===== src/rtl/fp_op_scheduler_pkg.sv =====
// Shared types and constants for the two-port FP operation scheduler.
package fp_sched_pkg;

    typedef enum logic [1:0] {
        ST_IDLE,
        ST_ISSUE,
        ST_WAIT,
        ST_RESP
    } state_e;

    localparam logic [1:0] OP_ADD = 2'd0;
    localparam logic [1:0] OP_SUB = 2'd1;
    localparam logic [1:0] OP_MUL = 2'd2;
    localparam logic [1:0] OP_DIV = 2'd3;

    localparam int FLG_INEXACT   = 0;
    localparam int FLG_UNDERFLOW = 1;
    localparam int FLG_OVERFLOW  = 2;
    localparam int FLG_DIVZERO   = 3;
    localparam int FLG_INVALID   = 4;

    localparam logic [4:0] TIMEOUT_FLAGS = 5'(1) << FLG_INVALID;

    localparam logic [31:0] QNAN_SINGLE = 32'h7FC0_0000;
    localparam logic [31:0] QNAN_HALF   = 32'h0000_7E00;

    // Half-precision values live in the low 16 bits only.
    function automatic logic [31:0] fp_norm(input logic [31:0] v,
                                            input logic mode_fp);
        return mode_fp ? v : {16'h0000, v[15:0]};
    endfunction

endpackage


===== src/rtl/fp_op_scheduler_arb.sv =====
// Combinational two-way round-robin arbiter; the grant pointer lives
// in the parent.
module fp_rr_arb2 (
    input  logic [1:0] req_i,
    input  logic       last_grant_i,
    input  logic       en_i,
    output logic [1:0] gnt_o,
    output logic       gnt_idx_o
);

    always_comb begin
        gnt_idx_o = (&req_i) ? ~last_grant_i : req_i[1];
        gnt_o     = 2'b00;
        if (en_i) begin
            gnt_o = req_i & (gnt_idx_o ? 2'b10 : 2'b01);
        end
    end

endmodule


===== src/rtl/fp_op_scheduler.sv =====
// Shares one multi-cycle FP execute unit between two requesters with
// round-robin arbitration, issue, timeout and a tagged response channel.
module fp_op_scheduler
    import fp_sched_pkg::*;
#(
    parameter int unsigned EXEC_TIMEOUT = 64
) (
    input  logic        CLK,
    input  logic        RST,
    input  logic [1:0]  REQ_VALID,
    output logic [1:0]  REQ_READY,
    input  logic [31:0] REQ0_OP_A,
    input  logic [31:0] REQ0_OP_B,
    input  logic [31:0] REQ1_OP_A,
    input  logic [31:0] REQ1_OP_B,
    input  logic [1:0]  REQ0_OP,
    input  logic [1:0]  REQ1_OP,
    input  logic        REQ0_MODE_FP,
    input  logic        REQ1_MODE_FP,
    output logic        EX_START,
    output logic [31:0] EX_OP_A,
    output logic [31:0] EX_OP_B,
    output logic [1:0]  EX_OP,
    output logic        EX_MODE_FP,
    input  logic        EX_DONE,
    input  logic [31:0] EX_RESULT,
    input  logic [4:0]  EX_FLAGS,
    output logic        RSP_VALID,
    input  logic        RSP_READY,
    output logic        RSP_ID,
    output logic [31:0] RSP_RESULT,
    output logic [4:0]  RSP_FLAGS,
    output logic        RSP_TIMEOUT
);

    localparam logic [7:0] TMO_LAST = 8'(EXEC_TIMEOUT - 1);

    state_e      state_q, state_d;
    logic        last_q, last_d;
    logic [7:0]  cnt_q, cnt_d;
    logic [31:0] a_q, a_d;
    logic [31:0] b_q, b_d;
    logic [1:0]  op_q, op_d;
    logic        mode_q, mode_d;
    logic        id_q, id_d;
    logic [31:0] res_q, res_d;
    logic [4:0]  flg_q, flg_d;
    logic        tmo_q, tmo_d;

    logic [1:0]  gnt;
    logic        gnt_idx;
    logic        sel_mode;
    logic [1:0]  sel_op;
    logic [31:0] sel_a;
    logic [31:0] sel_b;

    // Ready is suppressed while reset is held so nothing is accepted.
    fp_rr_arb2 u_arb (
        .req_i        (REQ_VALID),
        .last_grant_i (last_q),
        .en_i         ((state_q == ST_IDLE) && !RST),
        .gnt_o        (gnt),
        .gnt_idx_o    (gnt_idx)
    );

    assign sel_mode = gnt_idx ? REQ1_MODE_FP : REQ0_MODE_FP;
    assign sel_op   = gnt_idx ? REQ1_OP : REQ0_OP;
    assign sel_a    = gnt_idx ? REQ1_OP_A : REQ0_OP_A;
    assign sel_b    = gnt_idx ? REQ1_OP_B : REQ0_OP_B;

    always_comb begin
        state_d = state_q;
        last_d  = last_q;
        cnt_d   = cnt_q;
        a_d     = a_q;
        b_d     = b_q;
        op_d    = op_q;
        mode_d  = mode_q;
        id_d    = id_q;
        res_d   = res_q;
        flg_d   = flg_q;
        tmo_d   = tmo_q;
        unique case (state_q)
            ST_IDLE: begin
                if (|gnt) begin
                    id_d    = gnt_idx;
                    mode_d  = sel_mode;
                    op_d    = sel_op;
                    a_d     = fp_norm(sel_a, sel_mode);
                    b_d     = fp_norm(sel_b, sel_mode);
                    state_d = ST_ISSUE;
                end
            end
            ST_ISSUE: begin
                cnt_d   = 8'd0;
                state_d = ST_WAIT;
            end
            ST_WAIT: begin
                // A completion on the last allowed cycle beats the timeout.
                if (EX_DONE) begin
                    res_d   = fp_norm(EX_RESULT, mode_q);
                    flg_d   = EX_FLAGS;
                    tmo_d   = 1'b0;
                    state_d = ST_RESP;
                end else if (cnt_q == TMO_LAST) begin
                    res_d   = mode_q ? QNAN_SINGLE : QNAN_HALF;
                    flg_d   = TIMEOUT_FLAGS;
                    tmo_d   = 1'b1;
                    state_d = ST_RESP;
                end else begin
                    cnt_d = cnt_q + 8'd1;
                end
            end
            ST_RESP: begin
                if (RSP_READY) begin
                    last_d  = id_q;
                    state_d = ST_IDLE;
                end
            end
            default: state_d = ST_IDLE;
        endcase
    end

    always_ff @(posedge CLK) begin
        if (RST) begin
            state_q <= ST_IDLE;
            last_q  <= 1'b1;
            cnt_q   <= 8'd0;
            a_q     <= 32'd0;
            b_q     <= 32'd0;
            op_q    <= 2'd0;
            mode_q  <= 1'b0;
            id_q    <= 1'b0;
            res_q   <= 32'd0;
            flg_q   <= 5'd0;
            tmo_q   <= 1'b0;
        end else begin
            state_q <= state_d;
            last_q  <= last_d;
            cnt_q   <= cnt_d;
            a_q     <= a_d;
            b_q     <= b_d;
            op_q    <= op_d;
            mode_q  <= mode_d;
            id_q    <= id_d;
            res_q   <= res_d;
            flg_q   <= flg_d;
            tmo_q   <= tmo_d;
        end
    end

    assign REQ_READY   = gnt;
    assign EX_START    = (state_q == ST_ISSUE);
    assign EX_OP_A     = a_q;
    assign EX_OP_B     = b_q;
    assign EX_OP       = op_q;
    assign EX_MODE_FP  = mode_q;
    assign RSP_VALID   = (state_q == ST_RESP);
    assign RSP_ID      = id_q;
    assign RSP_RESULT  = res_q;
    assign RSP_FLAGS   = flg_q;
    assign RSP_TIMEOUT = tmo_q;

endmodule


===== config.mk =====
export PLATFORM = sky130hd
export DESIGN_NAME = fp_op_scheduler
export DESIGN_NICKNAME = d
export VERILOG_FILES = /design/src/rtl/fp_op_scheduler_pkg.sv /design/src/rtl/fp_op_scheduler_arb.sv /design/src/rtl/fp_op_scheduler.sv
export SDC_FILE = /design/constraint.sdc
export NUM_CORES = 1
export LEC_CHECK = 0
export BUFFER_PORTS_ARGS = -buffer_cell sky130_fd_sc_hd__buf_2
export CAP_MARGIN = 15
export CORE_MARGIN = 3
export CORE_UTILIZATION = 44
export DETAILED_ROUTE_END_ITERATION = 12
export PLACE_DENSITY = 0.84
export SETUP_SLACK_MARGIN = 0.5
export SYNTH_ARGS = -nofsm -noshare
export SYNTH_HDL_FRONTEND = slang
export SYNTH_SLANG_ARGS = --single-unit

===== constraint.sdc =====
create_clock -name CLK -period 2.55 [get_ports CLK]
set_clock_uncertainty 0.05 [all_clocks]
set_input_delay 0.51 -clock CLK [delete_from_list [all_inputs] [get_ports CLK]]
set_output_delay 0.51 -clock CLK [all_outputs]
set_load 0.01 [all_outputs]

==> summary.md, run 1 <==
| Metric | Value |
|---|---|
| Met3 WL post-DR | `about 1600 µm` |
| Async set-or-reset flop fraction in the synthesized netlist | `0%` |
| Most common cell after layout, fill and taps aside | `sky130_fd_sc_hd__buf_2` |
| Area overhead of the layout relative to synthesis | `41.5%` |
| CTS tree | `yes` |
| Worst slew pin tran | `approximately 0.53 ns` |
| Average instance area after synthesis | `between 9 and 10 µm²` |
| Average vias per placed instance | `5.19` |
| M1 wire length | `5470 µm` |
| Number of global-route vias before repair | `4643` |
| Post-route cell area | `~7200 µm²` |
| Number of violations of the max-capacitance limit | `0` |
| Placer's final routability congestion estimate | `0.818` |
| Mapped Cells | `a little over 500` |
| Worst Path Arrival | `1.42 ns` |
| Total number of clock tree sinks | `approximately 120` |
| Routed length on met2 | `roughly 7600 µm` |
| Total standard cell area after synthesis | `approximately 5000 µm²` |
| Number of buffers on the longest clock path | `2` |
| Residual overflow from global routing | `0` |
| Initial DRC Count | `just over 300` |
| Critical path required time | `between 1.5 and 2 ns` |
| Normalized max-slew margin | `64.8%` |
| Final critical path time including I/O delays and setup | `between 1.5 and 2 ns` |
| Final setup slack of the worst path | `around 0.57 ns` |
| Height of the die | `113 µm` |
| Endpoint class of the critical path | `output pin` |
| R2r worst-path depth | `8` |
| Register area share after synthesis | `between 40% and 50%` |
| DPL Wire Length | `about 11000 µm` |
| Post-Route WL | `15000 µm` |
| Share of the cycle needed by the critical path after routing | `about 80%` |
| Type of the worst setup path | `reg -> out` |
| Highest-count cells in the layout ignoring fill and taps | `sky130_fd_sc_hd__buf_2 (286), sky130_fd_sc_hd__dfxtp_1 (116), sky130_fd_sc_hd__nor2_1 (68)` |
| Critical-path maximum fanout | `5` |
| Ys flop type | `sky130_fd_sc_hd__dfxtp_1` |
| Final routed wire length divided by cell count | `16.0 µm` |
| Total via count after detailed routing | `between 4k and 5k` |
| Top layer in use | `met5` |
| Number of H-tree levels | `4` |
| CP Launch Type | `flop` |
| Worst voltage drop across the vdd grid | `between 0.0005 and 0.0006 V` |
| X dimension of the die | `~110 µm` |
| Initial core utilization | `roughly 46%` |
| Clock transition time at the flip-flop clock pins of the worst setup and hold paths | `0.05 ns` |
| Slowest library cell on the worst path | `sky130_fd_sc_hd__dfxtp_1` |
| Ports placed on the boundary | `around 290` |
| Run status | `completed` |
| Net Count, Synth | `a little under 700` |
| Total Neg Setup Slack | `0 ns` |
| Worst slack at placement | `about 0.58 ns` |
| Total CTS buffers | `17` |
| Synthesis-stage register bit count | `around 120` |
| Lkg Pwr | `between 3 and 4 nW` |
| Clock latency on the worst-skew pair | `about 0.4 ns` |
| Layout cell share with drive strength beyond 1 | `43.5%` |
| Cells on Worst Hold Path | `3` |
| Floorplan die area | `~13000 µm²` |
| DR pass1 iterations | `5` |
| Final number of setup-violating endpoints | `0` |
| Highest clock frequency the design can meet | `slightly above 500 MHz` |
| Number of warnings reported in the yosys synthesis log | `0` |
| Placement Rows | `38` |
| Final hold violation count | `0` |
| CP peak stage delay | `0.38 ns` |
| Worst path cell trace | `inv_2 -> ha_4 -> and3b_1 -> buf_2` |
| Number of pins with negative max-slew slack in the final report | `0` |
| Distinct cells, synth | `50` |
| Clock Tree Root | `sky130_fd_sc_hd__clkbuf_16` |
| Unrepaired setup endpoints after global routing | `yes` |
| Tightest hold margin | `0.294 ns` |
| Number of nets at the end of the flow | `963` |
| Overall fraction of global-route tracks in use | `22.8%` |
| EDFF count, synth | `0` |
| Wire length of the first global-routing pass | `between 20000 and 25000 µm` |
| Count of input and output buffers | `around 290` |
| Final design utilization | `about 65%` |
| Hold buffers post-CTS | `0` |
| Number of design rule violations left after detail routing | `0` |
| Instance area at placement | `between 6000 and 7000 µm²` |
| Floorplan Core Area | `between 10000 and 15000 µm²` |
| Initial antenna violation count | `5` |
| Antenna viol nets, final | `0` |
| Maximum number of pins on one net before global-route repair | `slightly below 70` |
| Power density over the cells | `around 850 nW/µm²` |
| Hold Path Class | `in -> reg` |
[final timing paths]
check                                                 start                           to  slack [ns]
worst max register to register      state_q[0]$_SDFFE_PP0P_  RSP_RESULT[14]$_SDFFE_PP0P_        0.67
worst min register to register  RSP_RESULT[30]$_SDFFE_PP0P_  RSP_RESULT[30]$_SDFFE_PP0P_        0.40
worst min-delay path                          EX_RESULT[16]  RSP_RESULT[16]$_SDFFE_PP0P_        0.29
worst max-delay path                state_q[1]$_SDFFE_PP0P_                 REQ_READY[1]        0.57
[Yosys cell counts, drive strengths merged, types with 3 or more instances]
master	count	share of area [%]
a211oi	40	5.9
a21boi	3	0.45
a21oi	20	2.0
a22oi	22	3.3
buf	30	4.2
clkbuf	14	1.1
dfxtp	117	46
ha	6	1.5
inv	3	0.22
mux2i	67	13
nand2	16	1.2
nand2b	11	1.4
nand3	12	1.3
nand4	3	0.37
nor2	70	5.2
nor3	8	0.89
o21ai	4	0.40
o2bb2ai	32	5.5
o31ai	3	0.72
or3	3	0.37
[logic make-up (layout without fill, tap and decap cells)]
kind of cell               after synthesis  after routing  share of synthesized area (%)
xor gates and xnor gates                 1              1                          0.173
and+or+nand+nor                        135            135                           12.9
other                                    0              4                              0
buffers and inverters                   47            334                           5.49
AOI/OAI and AO/OA                      132            132                           20.2
muxes                                   68             68                           13.5
DFF                                    117            117                           46.3
adders and majority gates                6              6                           1.48
[critical path: cells and delay by family, from the launching register on]
kind / cells / cell delay [ns]
and+or+nand+nor: 1 / 0.22
DFF: 1 / 0.38
buffers and inverters: 2 / 0.23
adders and majority gates: 1 / 0.19
[routing by layer]
layer | global-route usage [%] | vias up
met2 | 38.2 | 222
met5 | 0 | -
met4 | 11.5 | 2
met1 | 24.2 | 2204
met3 | 10.6 | 21
li1 | - | 2414
[sequential cells by signal, indices dropped and copies added (netlist names)]
signal       cells
EX_OP            2
EX_OP_B         32
last_q           1
RSP_ID           1
RSP_RESULT      32
state_q          2
EX_OP_A         32
RSP_FLAGS        5
cnt_q            8
RSP_TIMEOUT      1
EX_MODE_FP       1
[final cells by class]
class,instances,area [µm²]
Tap cell,140,175
Multi-Input combinational cell,342,2480
Inverter,3,11.3
Clock inverter,11,133
Timing Repair Buffer,299,1550
Fill cell,898,3870
Clock buffer,21,450
Sequential cell,117,2340
Antenna cell,4,10.0
[power by group]
| group | internal [W] | total (W) | switching (W) |
|---|---|---|---|
| sequential | 0.00210 | 0.00225 | 0.000149 |
| combinational | 0.000673 | 0.00152 | 0.000848 |
| clock | 0.00155 | 0.00234 | 0.000797 |
[what timing repair did]
| action | 4_1_cts | 5_1_grt |
|---|---|---|
| endpoints found under the hold margin | 0 | 0 |
| setup buffers | 0 | 1 |
| gates resized for setup | 5 | 1 |
| endpoints found under the setup margin | 2 | 10 |
[metrics by stage]
stage,total power [W],instances
2_1_floorplan,0.00319,506
3_3_place_gp,0.00372,900
3_5_place_dp,0.00375,900
4_1_cts,0.00615,932
5_1_grt,0.00642,937
6_report,0.00611,937
Power figures use the tool's default switching activity.
==> inputs of run 2 (changes only) <==
--- a/config.mk
+++ b/config.mk
@@ -5,12 +5,13 @@
 export SDC_FILE = /design/constraint.sdc
 export NUM_CORES = 1
 export LEC_CHECK = 0
+export ABC_AREA = 1
 export BUFFER_PORTS_ARGS = -buffer_cell sky130_fd_sc_hd__buf_2
 export CAP_MARGIN = 15
 export CORE_MARGIN = 3
-export CORE_UTILIZATION = 44
+export CORE_UTILIZATION = 41
 export DETAILED_ROUTE_END_ITERATION = 12
-export PLACE_DENSITY = 0.84
+export PLACE_DENSITY = 0.81
 export SETUP_SLACK_MARGIN = 0.5
 export SYNTH_ARGS = -nofsm -noshare
 export SYNTH_HDL_FRONTEND = slang
==> constraint.sdc (replaced) <==
create_clock -name CLK -period 1.8 [get_ports CLK]
set_clock_uncertainty 0.05 [all_clocks]
set_input_delay 0.36 -clock CLK [delete_from_list [all_inputs] [get_ports CLK]]
set_output_delay 0.36 -clock CLK [all_outputs]
set_load 0.01 [all_outputs]
==> run 2 against run 1 <==
Effect of this change: power up 67%; combinational power up 130%; final cell count up 32%; core utilization up 6.4 points; clock power up 44%; flip-flop and latch count unchanged; critical path depth up 6; synthesized cell count up 48%.
==> summary.md, run 2 <==
| Metric | Value |
|---|---|
| Hold buffers post-CTS | `0` |
| Post-Route WL | `roughly 21000 µm` |
| Highest-count cells in the layout ignoring fill and taps | `sky130_fd_sc_hd__nand2_1 (235), sky130_fd_sc_hd__buf_2 (233), sky130_fd_sc_hd__dfxtp_2 (99)` |
| DR pass1 iterations | `5` |
| Layout cell share with drive strength beyond 1 | `52.5%` |
| Run status | `completed` |
| Initial antenna violation count | `1` |
| Highest clock frequency the design can meet | `slightly below 600 MHz` |
| Antenna viol nets, final | `0` |
| Placement Rows | `40` |
| Ys flop type | `sky130_fd_sc_hd__dfxtp_1` |
| Number of nets at the end of the flow | `approximately 1.2k` |
| DPL Wire Length | `between 10000 and 15000 µm` |
| Worst voltage drop across the vdd grid | `a little over 0.0009 V` |
| Count of input and output buffers | `~290` |
| Multi-input gate area in the final layout | `2940 µm²` |
| Met3 WL post-DR | `approximately 1700 µm` |
| Initial core utilization | `a little over two fifths` |
| Worst Path Arrival | `a little under 2 ns` |
| Critical-path maximum fanout | `7` |
| Number of buffers on the longest clock path | `2` |
| Final design utilization | `approximately 71%` |
| Most common cell after layout, fill and taps aside | `sky130_fd_sc_hd__nand2_1` |
| Final routed wire length divided by cell count | `~17 µm` |
| Initial DRC Count | `slightly above 600` |
| Area overhead of the layout relative to synthesis | `66.1%` |
| Number of design rule violations left after detail routing | `0` |
| Library cell with the highest instance count after synthesis | `sky130_fd_sc_hd__nand2_1` |
| Number of violations of the max-capacitance limit | `0` |
| Final critical path time including I/O delays and setup | `around 1.7 ns` |
| Total standard cell area after synthesis | `approximately 5300 µm²` |
| Final number of setup-violating endpoints | `0` |
| Normalized max-slew margin | `around 64%` |
| CTS tree | `yes` |
| Endpoint class of the critical path | `flop` |
| Routed length on met2 | `roughly 11000 µm` |
| Cell type with the largest total area after synthesis | `sky130_fd_sc_hd__dfxtp_1` |
| Floorplan Core Area | `~12000 µm²` |
| Total Neg Setup Slack | `0 ns` |
| Top cells by area, synth | `sky130_fd_sc_hd__dfxtp_1 (44%), sky130_fd_sc_hd__nand2_1 (18%), sky130_fd_sc_hd__nand3_1 (7.0%)` |
| Floorplan die area | `~14000 µm²` |
| Top layer in use | `met4` |
| Average vias per placed instance | `5.33` |
| Clock Tree Root | `sky130_fd_sc_hd__clkbuf_16` |
| M1 wire length | `between 7000 and 8000 µm` |
| EDFF count, synth | `0` |
| Share of the synthesized area in the top cell type | `44.3%` |
| Hold Path Class | `in -> reg` |
| Residual overflow from global routing | `0` |
| Synthesis-stage register bit count | `between 100 and 150` |
| Number of H-tree levels | `4` |
| Number of warnings reported in the yosys synthesis log | `0` |
| Total CTS buffers | `17` |
| Critical path required time | `just over 2 ns` |
| Placer's final routability congestion estimate | `roughly 0.8` |
| Area taken by flip-flops and latches | `2470 µm²` |
| Net Count, Synth | `~930` |
| Unrepaired setup endpoints after global routing | `yes` |
| CP peak stage delay | `approximately 0.33 ns` |
| Ports placed on the boundary | `287` |
| Slowest library cell on the worst path | `sky130_fd_sc_hd__dfxtp_2` |
| Total via count after detailed routing | `roughly 6.6k` |
| Final hold violation count | `0` |
| Lkg Pwr | `a little over 4 nW` |
| Type of the worst setup path | `reg -> reg` |
| CP Launch Type | `flop` |
| Commonest cells in the netlist | `sky130_fd_sc_hd__nand2_1 (257), sky130_fd_sc_hd__dfxtp_1 (117), sky130_fd_sc_hd__nand3_1 (74)` |
| Distinct cells, synth | `26` |
| Worst path cell trace | `inv_2 -> buf_4 -> buf_6 -> ha_4 -> nand3_4 -> nand2_8 -> buf_8 -> clkinv_8 -> nand2_2 -> a21oi_1` |
| Async set-or-reset flop fraction in the synthesized netlist | `0%` |
| Height of the die | `120 µm` |
| Wire length of the first global-routing pass | `~29000 µm` |
| Share of the cycle needed by the critical path after routing | `about 96%` |
| Clock latency on the worst-skew pair | `0.41 ns` |
| Filler Cells Inserted | `around 940` |
| Clock transition time at the flip-flop clock pins of the worst setup and hold paths | `roughly 0.06 ns` |
| Power density over the cells | `between 1000 and 1500 nW/µm²` |
| X dimension of the die | `120 µm` |
| Overall fraction of global-route tracks in use | `between 20% and 30%` |
| Maximum number of pins on one net before global-route repair | `between 60 and 70` |
| Average instance area after synthesis | `between 7 and 8 µm²` |
| Total number of clock tree sinks | `roughly 120` |
| Worst slew pin tran | `roughly 0.54 ns` |
| Mapped Cells | `between 700 and 800` |
| Register area share after synthesis | `about 44%` |
| Number of pins with negative max-slew slack in the final report | `0` |
| Number of global-route vias before repair | `between 5k and 6k` |
==> run 2: cell types whose count changed in the layout (fill, tap and decap cells not counted), moves of 44 or more <==
| cell | before | now |
|---|---|---|
| sky130_fd_sc_hd__nand3_1 | 11 | 72 |
| sky130_fd_sc_hd__nor2_1 | 68 | 24 |
| sky130_fd_sc_hd__mux2i_1 | 67 | 0 |
| sky130_fd_sc_hd__dfxtp_2 | 1 | 99 |
| sky130_fd_sc_hd__dfxtp_1 | 116 | 16 |
| sky130_fd_sc_hd__buf_6 | 0 | 59 |
| sky130_fd_sc_hd__buf_2 | 286 | 233 |
| sky130_fd_sc_hd__nand2_1 | 15 | 235 |
==> run 2: area by class of cell <==
class	instances	share of cell area (%)
Multi-Input combinational cell	551	33.4
Sequential cell	117	28.2
Timing Repair Buffer	339	27.0
Clock buffer	22	5.17
Tap cell	168	2.39
Inverter	28	1.64
Clock inverter	10	1.48
Timing Repair inverter	4	0.627
Antenna cell	1	0.0285
==> run 2: path summary, 6_finish.rpt <==
| path | startpoint | to | slack [ns] | cells past startpoint |
|---|---|---|---|---|
| max | state_q[0]$_SDFFE_PP0P_ | RSP_RESULT[0]$_SDFFE_PP0P_ | 0.07 | 10 |
| min | EX_RESULT[6] | RSP_RESULT[6]$_SDFFE_PP0P_ | 0.14 | 3 |
| max reg2reg | state_q[0]$_SDFFE_PP0P_ | RSP_RESULT[0]$_SDFFE_PP0P_ | 0.07 | 10 |
| min reg2reg | RSP_RESULT[31]$_SDFFE_PP0P_ | RSP_RESULT[31]$_SDFFE_PP0P_ | 0.41 | 2 |
==> run 2: stage by stage <==
stage	worst slack, ns	cell area, µm²	cells	power (W)	hold slack [ns]
after floorplan	0.443	5450	751	0.00470	0.397
after global placement	0.151	6900	1167	0.00552	0.394
after detailed placement	0.131	6900	1167	0.00557	0.402
after CTS	0.0676	7800	1215	0.00933	0.131
after global routing	0.0218	8780	1240	0.0107	0.137
final	0.0680	8780	1240	0.0102	0.140
==> run 2: logic make-up (layout without fill, tap and decap cells) <==
| logic type | Yosys count | in the layout | synth area share [%] |
|---|---|---|---|
| XOR/XNOR | 1 | 1 | 0.166 |
| adder cells (fa/ha/maj) | 6 | 6 | 1.42 |
| flip-flops | 117 | 117 | 44.3 |
| other | 0 | 1 | 0 |
| AO/OA/AOI/OAI | 165 | 165 | 16.5 |
| buffers and inverters | 83 | 403 | 7.38 |
| AND/OR/NAND/NOR | 379 | 379 | 30.2 |
==> run 2: timing repair <==
item                                    in CTS  in global routing
resized for setup                           26                253
pin swaps                                    5                 11
cloned                                       5                  5
buffers inserted                            11                 19
endpoints found under the setup margin     155                215
==> run 2: metal layers <==
| layer | vias to the layer above | global-route usage, % |
|---|---|---|
| li1 | 3112 | - |
| met1 | 3114 | 28.8 |
| met2 | 337 | 45.0 |
| met3 | 50 | 6.93 |
| met4 | 0 | 5.94 |
| met5 | - | 0 |
==> run 2: worst max-delay path: cells and delay by family, from the launching register on <==
kind                     cells  cell delay (ns)
AND/OR/NAND/NOR              3             0.40
buffers and inverters        5             0.53
AO/OA/AOI/OAI                1             0.06
flip-flops                   1             0.33
adder cells (fa/ha/maj)      1             0.21
==> run 2: power breakdown <==
part	internal [W]	total, W	leakage (nW)	switching (W)
combinational	0.00164	0.00351	2.82	0.00187
sequential	0.00307	0.00334	0.998	0.000274
clock	0.00220	0.00338	0.284	0.00118
total	0.00691	0.0102	4.11	0.00332
